### src/rtl/tick_pkg.sv
// Shared types for the tick prescaler: FSM states and counting modes.
package tick_pkg;

  typedef enum logic [1:0] {
    ST_IDLE = 2'd0,
    ST_RUN  = 2'd1,
    ST_DONE = 2'd2
  } state_t;

  typedef enum logic {
    MODE_PERIODIC = 1'b0,
    MODE_ONESHOT  = 1'b1
  } mode_t;

endpackage

### src/rtl/tick_prescaler_if.sv
// Control/status bundle of one prescaler stage; master drives controls, slave is the stage.
interface tick_prescaler_if #(
  parameter int unsigned CNT_W = 8
);
  logic             tick_in;
  logic             enable;
  logic             mode;
  logic             start;
  logic             clear;
  logic             tc_load;
  logic [CNT_W-1:0] tc_in;
  logic             timeout;
  logic [CNT_W-1:0] count;
  logic [CNT_W-1:0] tc_cur;
  logic             busy;
  logic             done;

  modport master (
    output tick_in, enable, mode, start, clear, tc_load, tc_in,
    input  timeout, count, tc_cur, busy, done
  );

  modport slave (
    input  tick_in, enable, mode, start, clear, tc_load, tc_in,
    output timeout, count, tc_cur, busy, done
  );
endinterface

### src/rtl/tick_prescaler.sv
// Tick divider: counts input strobes and pulses timeout every tc_cur strobes,
// periodic or one-shot, with runtime terminal count and start/clear/pause.
module tick_prescaler
  import tick_pkg::*;
#(
  parameter int unsigned CNT_W      = 8,
  parameter int unsigned DEFAULT_TC = 5
) (
  input logic               clk,
  input logic               rst,
  tick_prescaler_if.slave   bus
);

  state_t           state_q, state_d;
  mode_t            mode_q, mode_d;
  logic [CNT_W-1:0] count_q, count_d;
  logic [CNT_W-1:0] tc_q, tc_d;
  logic             timeout_q, timeout_d;
  logic             busy_q, busy_d;
  logic             done_q, done_d;
  logic [CNT_W-1:0] tc_last;

  // Last count value before wrap; only used when tc_q != 0, so no underflow.
  assign tc_last = tc_q - CNT_W'(1);

  // Next-state logic, priority clear > tc_load > start > tick.
  always_comb begin
    state_d   = state_q;
    mode_d    = mode_q;
    count_d   = count_q;
    tc_d      = tc_q;
    done_d    = done_q;
    timeout_d = 1'b0;
    if (bus.clear) begin
      state_d = ST_IDLE;
      count_d = '0;
      done_d  = 1'b0;
    end else if (bus.tc_load) begin
      tc_d    = bus.tc_in;
      count_d = '0;
    end else if (bus.start && (state_q != ST_RUN)) begin
      state_d = ST_RUN;
      count_d = '0;
      mode_d  = mode_t'(bus.mode);
      done_d  = 1'b0;
    end else if ((state_q == ST_RUN) && bus.enable && bus.tick_in && (tc_q != '0)) begin
      if (count_q == tc_last) begin
        count_d   = '0;
        timeout_d = 1'b1;
        if (mode_q == MODE_ONESHOT) begin
          state_d = ST_DONE;
          done_d  = 1'b1;
        end
      end else begin
        count_d = count_q + CNT_W'(1);
      end
    end
    busy_d = (state_d == ST_RUN);
  end

  // State and registered outputs, synchronous active-low reset.
  always_ff @(posedge clk) begin
    if (!rst) begin
      state_q   <= ST_IDLE;
      mode_q    <= MODE_PERIODIC;
      count_q   <= '0;
      tc_q      <= CNT_W'(DEFAULT_TC);
      timeout_q <= 1'b0;
      busy_q    <= 1'b0;
      done_q    <= 1'b0;
    end else begin
      state_q   <= state_d;
      mode_q    <= mode_d;
      count_q   <= count_d;
      tc_q      <= tc_d;
      timeout_q <= timeout_d;
      busy_q    <= busy_d;
      done_q    <= done_d;
    end
  end

  assign bus.timeout = timeout_q;
  assign bus.count   = count_q;
  assign bus.tc_cur  = tc_q;
  assign bus.busy    = busy_q;
  assign bus.done    = done_q;

endmodule

### src/flat_wrapper.sv
// flat-port wrapper written by rule: the top's interface ports become plain ports
module tick_prescaler_flat import tick_pkg::*;
#(
  parameter int unsigned CNT_W      = 8,
  parameter int unsigned DEFAULT_TC = 5
)
  (clk, rst, bus_tick_in, bus_enable, bus_mode, bus_start, bus_clear, bus_tc_load, bus_tc_in, bus_timeout, bus_count, bus_tc_cur, bus_busy, bus_done);
  tick_prescaler_if #(.CNT_W(CNT_W)) bus_i ();
  input logic clk;
  input logic rst;
  input wire logic [$bits(bus_i.tick_in)-1:0] bus_tick_in;
  input wire logic [$bits(bus_i.enable)-1:0] bus_enable;
  input wire logic [$bits(bus_i.mode)-1:0] bus_mode;
  input wire logic [$bits(bus_i.start)-1:0] bus_start;
  input wire logic [$bits(bus_i.clear)-1:0] bus_clear;
  input wire logic [$bits(bus_i.tc_load)-1:0] bus_tc_load;
  input wire logic [$bits(bus_i.tc_in)-1:0] bus_tc_in;
  output wire logic [$bits(bus_i.timeout)-1:0] bus_timeout;
  output wire logic [$bits(bus_i.count)-1:0] bus_count;
  output wire logic [$bits(bus_i.tc_cur)-1:0] bus_tc_cur;
  output wire logic [$bits(bus_i.busy)-1:0] bus_busy;
  output wire logic [$bits(bus_i.done)-1:0] bus_done;
  assign bus_i.tick_in = bus_tick_in;
  assign bus_i.enable = bus_enable;
  assign bus_i.mode = bus_mode;
  assign bus_i.start = bus_start;
  assign bus_i.clear = bus_clear;
  assign bus_i.tc_load = bus_tc_load;
  assign bus_i.tc_in = bus_tc_in;
  assign bus_timeout = bus_i.timeout;
  assign bus_count = bus_i.count;
  assign bus_tc_cur = bus_i.tc_cur;
  assign bus_busy = bus_i.busy;
  assign bus_done = bus_i.done;
  tick_prescaler #(.CNT_W(CNT_W), .DEFAULT_TC(DEFAULT_TC)) u_core (.clk(clk), .rst(rst), .bus(bus_i));
endmodule
### config.mk
export PLATFORM = sky130hd
export DESIGN_NAME = tick_prescaler_flat
export DESIGN_NICKNAME = d
export VERILOG_FILES = /design/src/rtl/tick_pkg.sv /design/src/rtl/tick_prescaler_if.sv /design/src/rtl/tick_prescaler.sv /design/src/flat_wrapper.sv
export SDC_FILE = /design/constraint.sdc
export NUM_CORES = 1
export LEC_CHECK = 0
export ABC_AREA = 1
export CORE_MARGIN = 5
export CORE_UTILIZATION = 48
export DETAILED_ROUTE_END_ITERATION = 7
export PLACE_DENSITY = 0.85
export RECOVER_POWER = 50
export SLEW_MARGIN = 40
export SYNTH_ARGS = -nofsm -noshare
export SYNTH_HDL_FRONTEND = slang
export SYNTH_SLANG_ARGS = --single-unit
### constraint.sdc
create_clock -name clk -period 1.8 [get_ports clk]
set_input_delay 0.18 -clock clk [delete_from_list [all_inputs] [get_ports clk]]
set_output_delay 0.18 -clock clk [all_outputs]
set_load 0.02 [all_outputs]
==> run summary, run 1 <==
routed len/inst - 11.1 um
drt first-iter violations - 51
hold buffer count at CTS - 0
area post-placement - 1720 um^2
Post-synth top flop - dfxtp_1
#FFs+latches synth - 22
most common cell in the synthesized netlist - nand2_1
full die area - 3910 um^2
Unique masters post-synth - 29
status - finished clean
CP max stage cell - dfxtp_4
Layout area overhead - 34.1%
largest net degree at the start of global routing - 12
number of fill cells - 246
Clock Latency Late Sink - 300 ps
Pint - 0.677 mW
Slew Limit Fails - 0
CTS tree - done
std cell rows - 19
Die W - 62.5 um
sequential share of power - 54.8%
drt first pass iters - 4
Post-Route WL - 2980 um
Synth top cells by count - 57 x nand2_1, 23 x inv_1, 22 x dfxtp_1
fin crit share - 92.1%
first-pass GRT wire length - 5030 um
count of final setup violators - 0
Yosys top cell area share - 33.3%
Reg clk slew, reported paths - 110 ps
Inserted Diodes - 0
Clk network pwr share - 23.1%
Slew HR - 80.6%
grt total ovfl - 0
P per Cell Area - 534 nW/um^2
Root Driver - clkbuf_4
Synth Area per Inst - 6.69 um^2
crit path buf inv count - 2
CP Class - reg2reg
WL met2 - 1400 um
number of global-route vias before repair - 1213
Worst Hold Class - in2reg
Post-Synthesis Cells - 198
CTS buffer count - 3
CP delay by family, top - simple AND/OR/NAND/NOR gates
synth warn - 0
Post-synth EDFFs - 0
drt via density - 4.93
Worst VDD drop - 0.450 mV
minimum clock period - 1660 ps
Max Freq - 0.603 GHz
H-Tree Depth - 1
Max Buffers Root-to-Sink - 2
WP data arrival - 1870 ps
Seq/Total Area, Yosys - 33.3%
WHS - 444 ps
routed length on met1 - 1410 um
slowest stage delay, CP - 380 ps
detailed placement HPWL - 2470 um
area leader, netlist - dfxtp_1
met3 routed WL - 127 um
Clock Skews - 3.80 ps
Mapped Nets - 217
CP Cell Sequence - inv_4, ha_4, inv_1, nand2_1, nand2_1, nor2_1, nand3_1, nor2_2, nand4_1, nand2_1, nand2_1, nand2_1, nor2_1
# nets final - 258
Max Used Layer - met4
GRT Util Overall - 15.3%
crit-path max FO - 4
Worst-Margin Slew - 289 ps
DR DRC count - 0
Core ar. - 2710 um^2
Area contributors post-synth - dfxtp_1 33%, nand2_1 16%, inv_1 6.5%, nor2_1 6.0%, a21oi_1 3.8%
switching power share of the total - 28.6%
Finished Cell Area - 1780 um^2
share of flip-flops with an asynchronous set or reset - 0%
r2r setup slk - 140 ps
Post-Syn Area - 1320 um^2
leakage power figure - 0.801 nW
Sink Count - 22
Chip Height - 62.5 um
critical path capture point type - flop
IO buf count - 34
sw power - 0.271 mW
# IOs - 35
share of cells above drive strength 1 - 17.7%
Hold Fails Final Rpt - 0
MaxCap Viol Count - 0
Antenna Nets Post-Route - 0
cell with the most instances on the worst path - nand2_1
startpoint types - flop
RePlAce Congestion - 0.958
Required @ worst endpoint - 2010 ps
Combinational Power Share - 22.1%
via count - 1321
initial antenna violation count - 0
Starting Density - 48.8%
[flip-flops by register name (all words and copies together) (netlist names)]
register / count
u_core.bus.timeout: 1
u_core.bus.tc_cur: 8
u_core.bus.busy: 1
u_core.bus.count: 8
u_core.bus.done: 1
u_core.state_q: 2
u_core.mode_q: 1
[what timing repair did]
action | CTS | global route
endpoints found under the hold margin | 0 | 0
buffers inserted | 0 | 1
endpoints found under the setup margin | 2 | 11
cloned | 0 | 0
pin swaps | 1 | 6
gates resized for setup | 0 | 11
[power groups by stage]
stage | combinational (mW) | clock, mW | sequential, mW
after floorplan | 0.104 | 0 | 0.542
after global placement | 0.201 | 0 | 0.529
after detailed placement | 0.203 | 0 | 0.529
after CTS | 0.204 | 0.223 | 0.518
after global routing | 0.233 | 0.236 | 0.522
final | 0.210 | 0.219 | 0.519
[path summary, 6_finish.rpt]
check,startpoint,endpoint,cells past startpoint
worst max register to register,u_core.bus.tc_cur[1],u_core.bus.busy,13
worst min register to register,u_core.bus.done,u_core.bus.done,2
worst min-delay path,bus_tc_in[0],u_core.bus.tc_cur[0],3
worst max-delay path,u_core.bus.tc_cur[1],u_core.bus.busy,13
[per-layer routing]
metal / global-route usage (%) / up-vias
met5: 0 / -
met3: 2.52 / 5
met4: 5.31 / 0
met2: 26.4 / 26
li1: - / 693
met1: 18.9 / 597
[layout by cell type (no fill, tap or decap)]
cell type	instances
nand2_1	56
clkdlybuf4s50_1	24
inv_1	23
nor2_1	20
dfxtp_1	20
a21oi_1	10
dlygate4sd3_1	10
nor2_2	9
nand3_1	9
inv_2	7
o21ai_0	7
nand2_4	4
xor2_1	3
nand4_1	3
clkbuf_4	3
buf_4	3
inv_4	2
nor2_4	2
nand3_2	2
nand2_2	2
o211ai_1	2
ha_1	2
nor3_2	1
inv_6	1
nor3_1	1
xnor2_1	1
nand3_4	1
a211oi_1	1
o21bai_1	1
or2_0	1
o21bai_2	1
nor3b_2	1
ha_4	1
clkbuf_1	1
dfxtp_2	1
dfxtp_4	1
[metrics by stage]
stage	utilization (%)	cells	power, mW	setup WS (ps)	TNS, ps
detailed placement	63.3	264	0.732	13.3	0
floorplan	-	198	0.646	10.8	0
CTS	64.2	267	0.946	6.57	0
global placement	63.3	264	0.730	77.8	0
global route	65.5	268	0.990	-14.1	-24.8
finish	65.5	268	0.948	142	0
[kinds of logic (layout without fill, tap and decap cells)]
logic type | count (synthesis) | in the layout | share of synthesized area [%]
and+or+nand+nor | 112 | 112 | 41.3
buffers and inverters | 35 | 74 | 10.4
AOI/OAI and AO/OA | 22 | 22 | 9.55
DFF | 22 | 22 | 33.3
xor gates and xnor gates | 4 | 4 | 2.65
adders and majority gates | 3 | 3 | 2.84
[worst min-delay path, stage by stage]
cell	delay [ps]
clkdlybuf4s50_1	390
nand2_1	60
o211ai_1	70
[cell type report]
| class | instances | area [um^2] | share of cell area (%) |
|---|---|---|---|
| clock buffer | 3 | 22.5 | 1.27 |
| inverter | 33 | 134 | 7.54 |
| multi-input combinational | 141 | 768 | 43.3 |
| sequential | 22 | 445 | 25.1 |
| tap | 31 | 38.8 | 2.18 |
| timing repair buffer | 38 | 367 | 20.6 |
(Power assumes the default switching activity.)
==> inputs of run 2 (changes only) <==
CAP_MARGIN = 20   (was default)
CORE_MARGIN = 2   (was 5)
CTS_CLUSTER_SIZE = 28   (was default)
==> run 2 against run 1 <==
  * Non-clock buffer count increased by 3
  * Global-route usage rose by 4.8 points
  * Core utilization up 3.4 points
  * Worst hold slack worse by 24 ps
  * Via count grew 4.7%
  * Cell area up 4.3%
  * Flip-flop and latch count stayed put
  * Critical endpoint unchanged
==> run summary, run 2 (synthesized netlist as in run 1, its figures left out) <==
r2r worst-path depth - 13 (unchanged)
Final Core Density - 68.9% (+3.4 points)
Finished Cell Area - 1850 um^2 (+4.3%)
met1 track demand over resource - 26.5% (+7.5 points)
Reg clk slew, reported paths - 130 ps (+20 ps)
IO buf count - 34 (unchanged)
Worst Hold Class - in2reg
fin crit share - 96.0% (+3.9 points)
leakage power figure - 0.808 nW (+0.86%)
drt via density - 5.08 (+3.2%)
RePlAce Congestion - 0.832 (-13%)
critical path capture point type - flop
met3 usage - 2.07% (-0.44 points)
cell with the most instances on the worst path - nand2_1
crit-path max FO - 4 (unchanged)
r2r setup slk - 70 ps (-70 ps)
# IOs - 35 (unchanged)
min setup slack post-route - 71.4 ps (-70.2 ps)
area post-placement - 1720 um^2 (unchanged)
Sink Count - 22 (unchanged)
most frequent cells in the layout - 55 x nand2_1, 25 x clkdlybuf4s50_1, 22 x inv_1
full die area - 3190 um^2 (-18%)
Post-Route WL - 3200 um (+7.5%)
total placed cells including tap cells - 264 (unchanged)
WHS Path Cells - 3 (unchanged)
Antenna Nets Post-Route - 0 (unchanged)
hold path endpoint - u_core.bus.tc_cur[7]
drt first pass iters - 6 (+2)
drt first-iter violations - 24 (-53%)
Required @ worst endpoint - 2030 ps (+20 ps)
CTS buffer count - 3 (unchanged)
largest net degree at the start of global routing - 13 (+1)
P per Cell Area - 556 nW/um^2 (+4.2%)
# nets final - 261 (+1.2%)
CP delay by family, top - simple AND/OR/NAND/NOR gates
Core ar. - 2690 um^2 (-0.88%)
Max Freq - 0.578 GHz (-4.1%)
Layout Cells excl Fill - 272 (+1.5%)
Max Buffers Root-to-Sink - 2 (unchanged)
number of fill cells - 225 (-8.5%)
Clock Skews - 6.69 ps (+2.88 ps)
CTS tree - done
slowest stage delay, CP - 380 ps (about the same)
number of global-route vias before repair - 1142 (-5.9%)
CP Class - reg2reg
MaxCap Viol Count - 0 (unchanged)
Clock Latency Late Sink - 330 ps (+30 ps)
Worst VDD drop - 0.434 mV (-3.6%)
H-Tree Depth - 1 (unchanged)
routed len/inst - 11.8 um (+5.9%)
Hold Fails Final Rpt - 0 (unchanged)
RR Endpoint - u_core.bus.busy
critical path depth - 13 (unchanged)
minimum clock period - 1730 ps (+70.2 ps)
Worst-Margin Slew - 432 ps (+142 ps)
first-pass GRT wire length - 4960 um (-1.4%)
detailed placement HPWL - 2320 um (-6.3%)
initial antenna violation count - 0 (unchanged)
Slew Limit Fails - 0 (unchanged)
Worst Min Path Start - bus_tc_in[7]
most common cell after layout, fill and taps aside - nand2_1
Die W - 56.5 um (-9.6%)
status - finished clean
share of cells above drive strength 1 - 22.0% (+4.3 points)
Chip Height - 56.5 um (-9.6%)
std cell rows - 19 (unchanged)
GRT Util Overall - 20.0% (+4.8 points)
CP max stage cell - dfxtp_2
Slew HR - 71.0% (-9.6 points)
grt total ovfl - 0 (unchanged)
Inserted Diodes - 0 (unchanged)
Starting Density - 49.3% (+0.43 points)
Layout area overhead - 39.9%
DR DRC count - 0 (unchanged)
pre-CTS setup slack - 35.4 ps (+22.1 ps)
met2 GRT Util - 31.7% (+5.3 points)
crit path buf inv count - 2 (unchanged)
hold buffer count at CTS - 0 (unchanged)
Most Used Layer, Global Route - met2
Root Driver - clkbuf_4
startpoint types - flop
WP data arrival - 1960 ps (+90 ps)
count of final setup violators - 0 (unchanged)
via count - 1383 (+4.7%)
RR Startpoint - u_core.bus.tc_cur[1]
CP Cell Sequence - inv_4, ha_4, inv_2, nand2_2, nand2_2, nor2_2, nand3_2, nor2_4, nand4_1, nand2_1, nand2_1, nand2_1, nor2_1
-- run 2: changes by cell type in the layout (fill, tap and decap cells not counted), moves of 2 or more --
cell / delta
buf_4: +3
nand3_1: -3
a21oi_1: -2
a21oi_2: +2
nand3_2: +2
nor2_2: -2
nor2_4: +2
-- run 2: stage by stage --
stage	power [mW]	setup TNS (ps)	hold WS (ps)
floorplan	0.646	0	310
global placement	0.728	0	441
detailed placement	0.731	0	442
CTS	1.01	0	423
global route	1.08	-106	437
finish	1.03	0	420
-- run 2: layer usage --
metal	vias to the layer above	part of all wire (%)
met5	-	0
met4	0	3.3
met3	6	4.0
met2	42	47
met1	634	46
li1	701	-
-- run 2: repair_timing --
action                     CTS  global route
setup buffers                0             4
gates resized for setup      1            18
pin swaps                    0            10
setup endpoints to repair    1            12
-- run 2: final cells by class --
type                       instances  area, um^2  share of cell area [%]
timing repair buffer              41         389                    21.0
clock buffer                       4        36.3                    1.96
multi-input combinational        141         811                    43.8
sequential                        22         443                    23.9
inverter                          33         134                    7.23
tap                               31        38.8                    2.09
-- run 2: worst min-delay path, stage by stage --
cell and delay [ps]:
clkdlybuf4s50_1 390, nor2_1 100, nor2_1 50
-- run 2: how the worst max path moves through the flow --
| stage | endpoint | slack (ps) | startpoint |
|---|---|---|---|
| after floorplan | u_core.bus.count[7] | 10 | u_core.bus.tc_cur[0] |
| after global placement | u_core.bus.busy | 70 | u_core.bus.tc_cur[1] |
| after detailed placement | u_core.bus.count[7] | 40 | u_core.bus.tc_cur[1] |
| after CTS | u_core.bus.busy | 10 | u_core.bus.tc_cur[1] |
| after global routing | u_core.bus.done | -40 | u_core.bus.tc_cur[1] |
| final | u_core.bus.busy | 70 | u_core.bus.tc_cur[1] |
-- run 2: where the power goes --
part,total [mW],internal [mW],switching [mW],leakage (nW)
clock network,0.288,0.124,0.164,0.0210
logic,0.223,0.102,0.120,0.608
registers,0.519,0.502,0.0171,0.179
==> inputs of run 3 (changes only) <==
CTS_BUF_LIST = sky130_fd_sc_hd__clkbuf_16   (was default)
SETUP_SLACK_MARGIN = 0.15   (was default)
==> run 3 against run 2 <==
  * Die area stayed put
  * Highest routed layer unchanged
  * Critical endpoint unchanged
  * Critical path type unchanged
  * Cell area grew 5.3%
  * Non-clock buffer count is 6 higher
  * Total power grew 20%
  * Via count increased by 6.7%
  * Wire length rose by 16%
  * Largest power group unchanged
  * Core utilization grew 3.6 points
  * Critical path depth unchanged
  * Final cell count up 2.2%
  * Register-to-register slack is essentially flat
==> run summary, run 3 (synthesized netlist as in run 1, its figures left out) <==
Layout Cells excl Fill - 278 (+2.2%)
sequential share of power - 42.1% (-8.3 points)
CP delay by family, top - simple AND/OR/NAND/NOR gates
Clk network pwr share - 38.3% (+10 points)
crit path buf inv count - 2 (unchanged)
number of fill cells - 216 (-4.0%)
CTS tree - done
minimum clock period - 1730 ps (-3.28 ps)
CP Class - reg2reg
most frequent cells in the layout - 56 x nand2_1, 24 x clkdlybuf4s50_1, 21 x inv_1
Pint - 0.910 mW (+25%)
Worst-Margin Slew - 318 ps (-113 ps)
first-pass GRT wire length - 6220 um (+25%)
Die W - 56.5 um (unchanged)
hold buffer count at CTS - 0 (unchanged)
Root Driver - clkbuf_16
min setup slack post-route - 74.7 ps (+3.28 ps)
Worst Hold Class - reg2reg
cell with the most instances on the worst path - nand2_1
WHS - 456 ps (+35.7 ps)
Hold Fails Final Rpt - 0 (unchanged)
GRT Util Overall - 25.1% (+5.1 points)
IO buf count - 34 (unchanged)
Slew Limit Fails - 0 (unchanged)
crit-path max FO - 5 (+1)
Slew HR - 78.6% (+7.6 points)
routed len/inst - 13.4 um (+13%)
Starting Density - 49.3% (unchanged)
Layout area overhead - 47.3%
Required @ worst endpoint - 1950 ps (-80 ps)
full die area - 3190 um^2 (unchanged)
initial antenna violation count - 0 (unchanged)
drt first pass iters - 4 (-2)
number of global-route vias before repair - 1427 (+25%)
fin crit share - 95.9% (-0.18 points)
status - finished clean
RePlAce Congestion - 0.859 (+3.2%)
CP Cell Sequence - inv_6, ha_4, inv_2, nand2_1, nand2_1, nor2_2, nand3_2, nor2_4, nand4_1, nand2_1, nand2_1, nand2_2, nor2_1
Max Buffers Root-to-Sink - 2 (unchanged)
largest net degree at the start of global routing - 13 (unchanged)
WP data arrival - 1880 ps (-80 ps)
pre-CTS setup slack - 34.7 ps (-0.711 ps)
# IOs - 35 (unchanged)
Post-Route WL - 3710 um (+16%)
slowest stage delay, CP - 370 ps (about the same)
CP max stage cell - dfxtp_4
Reg clk slew, reported paths - 60 ps (-70 ps)
grt total ovfl - 0 (unchanged)
Inserted Diodes - 0 (unchanged)
count of final setup violators - 0 (unchanged)
via count - 1476 (+6.7%)
leakage power figure - 0.867 nW (+7.3%)
P per Cell Area - 634 nW/um^2 (+14%)
Core ar. - 2690 um^2 (unchanged)
drt via density - 5.31 (+4.4%)
std cell rows - 19 (unchanged)
sw power - 0.326 mW (+8.2%)
share of cells above drive strength 1 - 23.5% (+1.5 points)
Chip Height - 56.5 um (unchanged)
drt first-iter violations - 53 (+120%)
detailed placement HPWL - 2410 um (+4.1%)
Combinational Power Share - 19.6% (-2.0 points)
Sink Count - 22 (unchanged)
total placed cells including tap cells - 264 (unchanged)
RSZ-0062 raised after global routing - yes
Max Freq - 0.580 GHz (+0.19%)
DR DRC count - 0 (unchanged)
switching power share of the total - 26.4% (-2.9 points)
most common cell after layout, fill and taps aside - nand2_1
Clock Skews - 1.66 ps (-5.03 ps)
Worst VDD drop - 0.553 mV (+27%)
Antenna Nets Post-Route - 0 (unchanged)
startpoint types - flop
H-Tree Depth - 1 (unchanged)
Clock Latency Late Sink - 260 ps (-70 ps)
total power - 1.24 mW (+20%)
critical path capture point type - flop
CTS buffer count - 3 (unchanged)
MaxCap Viol Count - 0 (unchanged)
# nets final - 267 (+2.3%)
Final Core Density - 72.6% (+3.6 points)
[run 3: cell types whose count changed in the layout (fill, tap and decap cells not counted), moves of 2 or more]
cell,change
buf_4,+3
clkbuf_16,+3
clkbuf_4,-3
buf_6,+2
inv_2,+2
inv_4,-2
nand3_1,+2
nor2_2,+2
[run 3: stage by stage]
| step | TNS, ps | instance area [um^2] |
|---|---|---|
| floorplan | 0 | 1330 |
| global placement | 0 | 1730 |
| detailed placement | 0 | 1730 |
| CTS | 0 | 1930 |
| global route | -115 | 1950 |
| finish | 0 | 1950 |
[run 3: worst paths after layout]
| check | from | endpoint | slack, ps | depth (start not counted) |
|---|---|---|---|---|
| setup reg to reg | u_core.bus.tc_cur[0] | u_core.bus.busy | 70 | 13 |
| setup / recovery | u_core.bus.tc_cur[0] | u_core.bus.busy | 70 | 13 |
| hold reg to reg | u_core.mode_q | u_core.mode_q | 460 | 2 |
| hold / removal | u_core.mode_q | u_core.mode_q | 460 | 2 |
[run 3: area by class of cell]
cell class	instances	area, um^2	area share, %
well taps	31	38.8	1.99
multi-input cells	141	798	40.9
clock inverters	1	3.75	0.193
flip-flops and latches	22	445	22.8
inverters	33	134	6.87
clock buffers	3	75.1	3.85
repair buffers	47	454	23.3
[run 3: power by group through the flow]
stage	registers (mW)	logic (mW)	clock network, mW
after floorplan	0.542	0.104	0
after global placement	0.529	0.199	0
after detailed placement	0.530	0.205	0
after CTS	0.519	0.232	0.473
after global routing	0.522	0.264	0.502
final	0.520	0.243	0.473
[run 3: repair_timing]
action | 4_1_cts | 5_1_grt
setup buffers | 10 | 0
setup endpoints to repair | 12 | 13
gates resized for setup | 10 | 6
pin swaps | 8 | 6
[run 3: tightest hold or removal path, delay by kind of cell, from the launching register on]
kind | cells | cell delay (ps)
AOI/OAI and AO/OA | 1 | 50
DFF | 1 | 290
buffers and inverters | 1 | 60
[run 3: per-layer routing]
metal / track usage [%] / vias up / wire (um)
li1: - / 714 / -
met1: 27.9 / 673 / 1520
met2: 42.9 / 68 / 1800
met3: 5.99 / 21 / 209
met4: 15.3 / 0 / 181
met5: 0 / - / 0
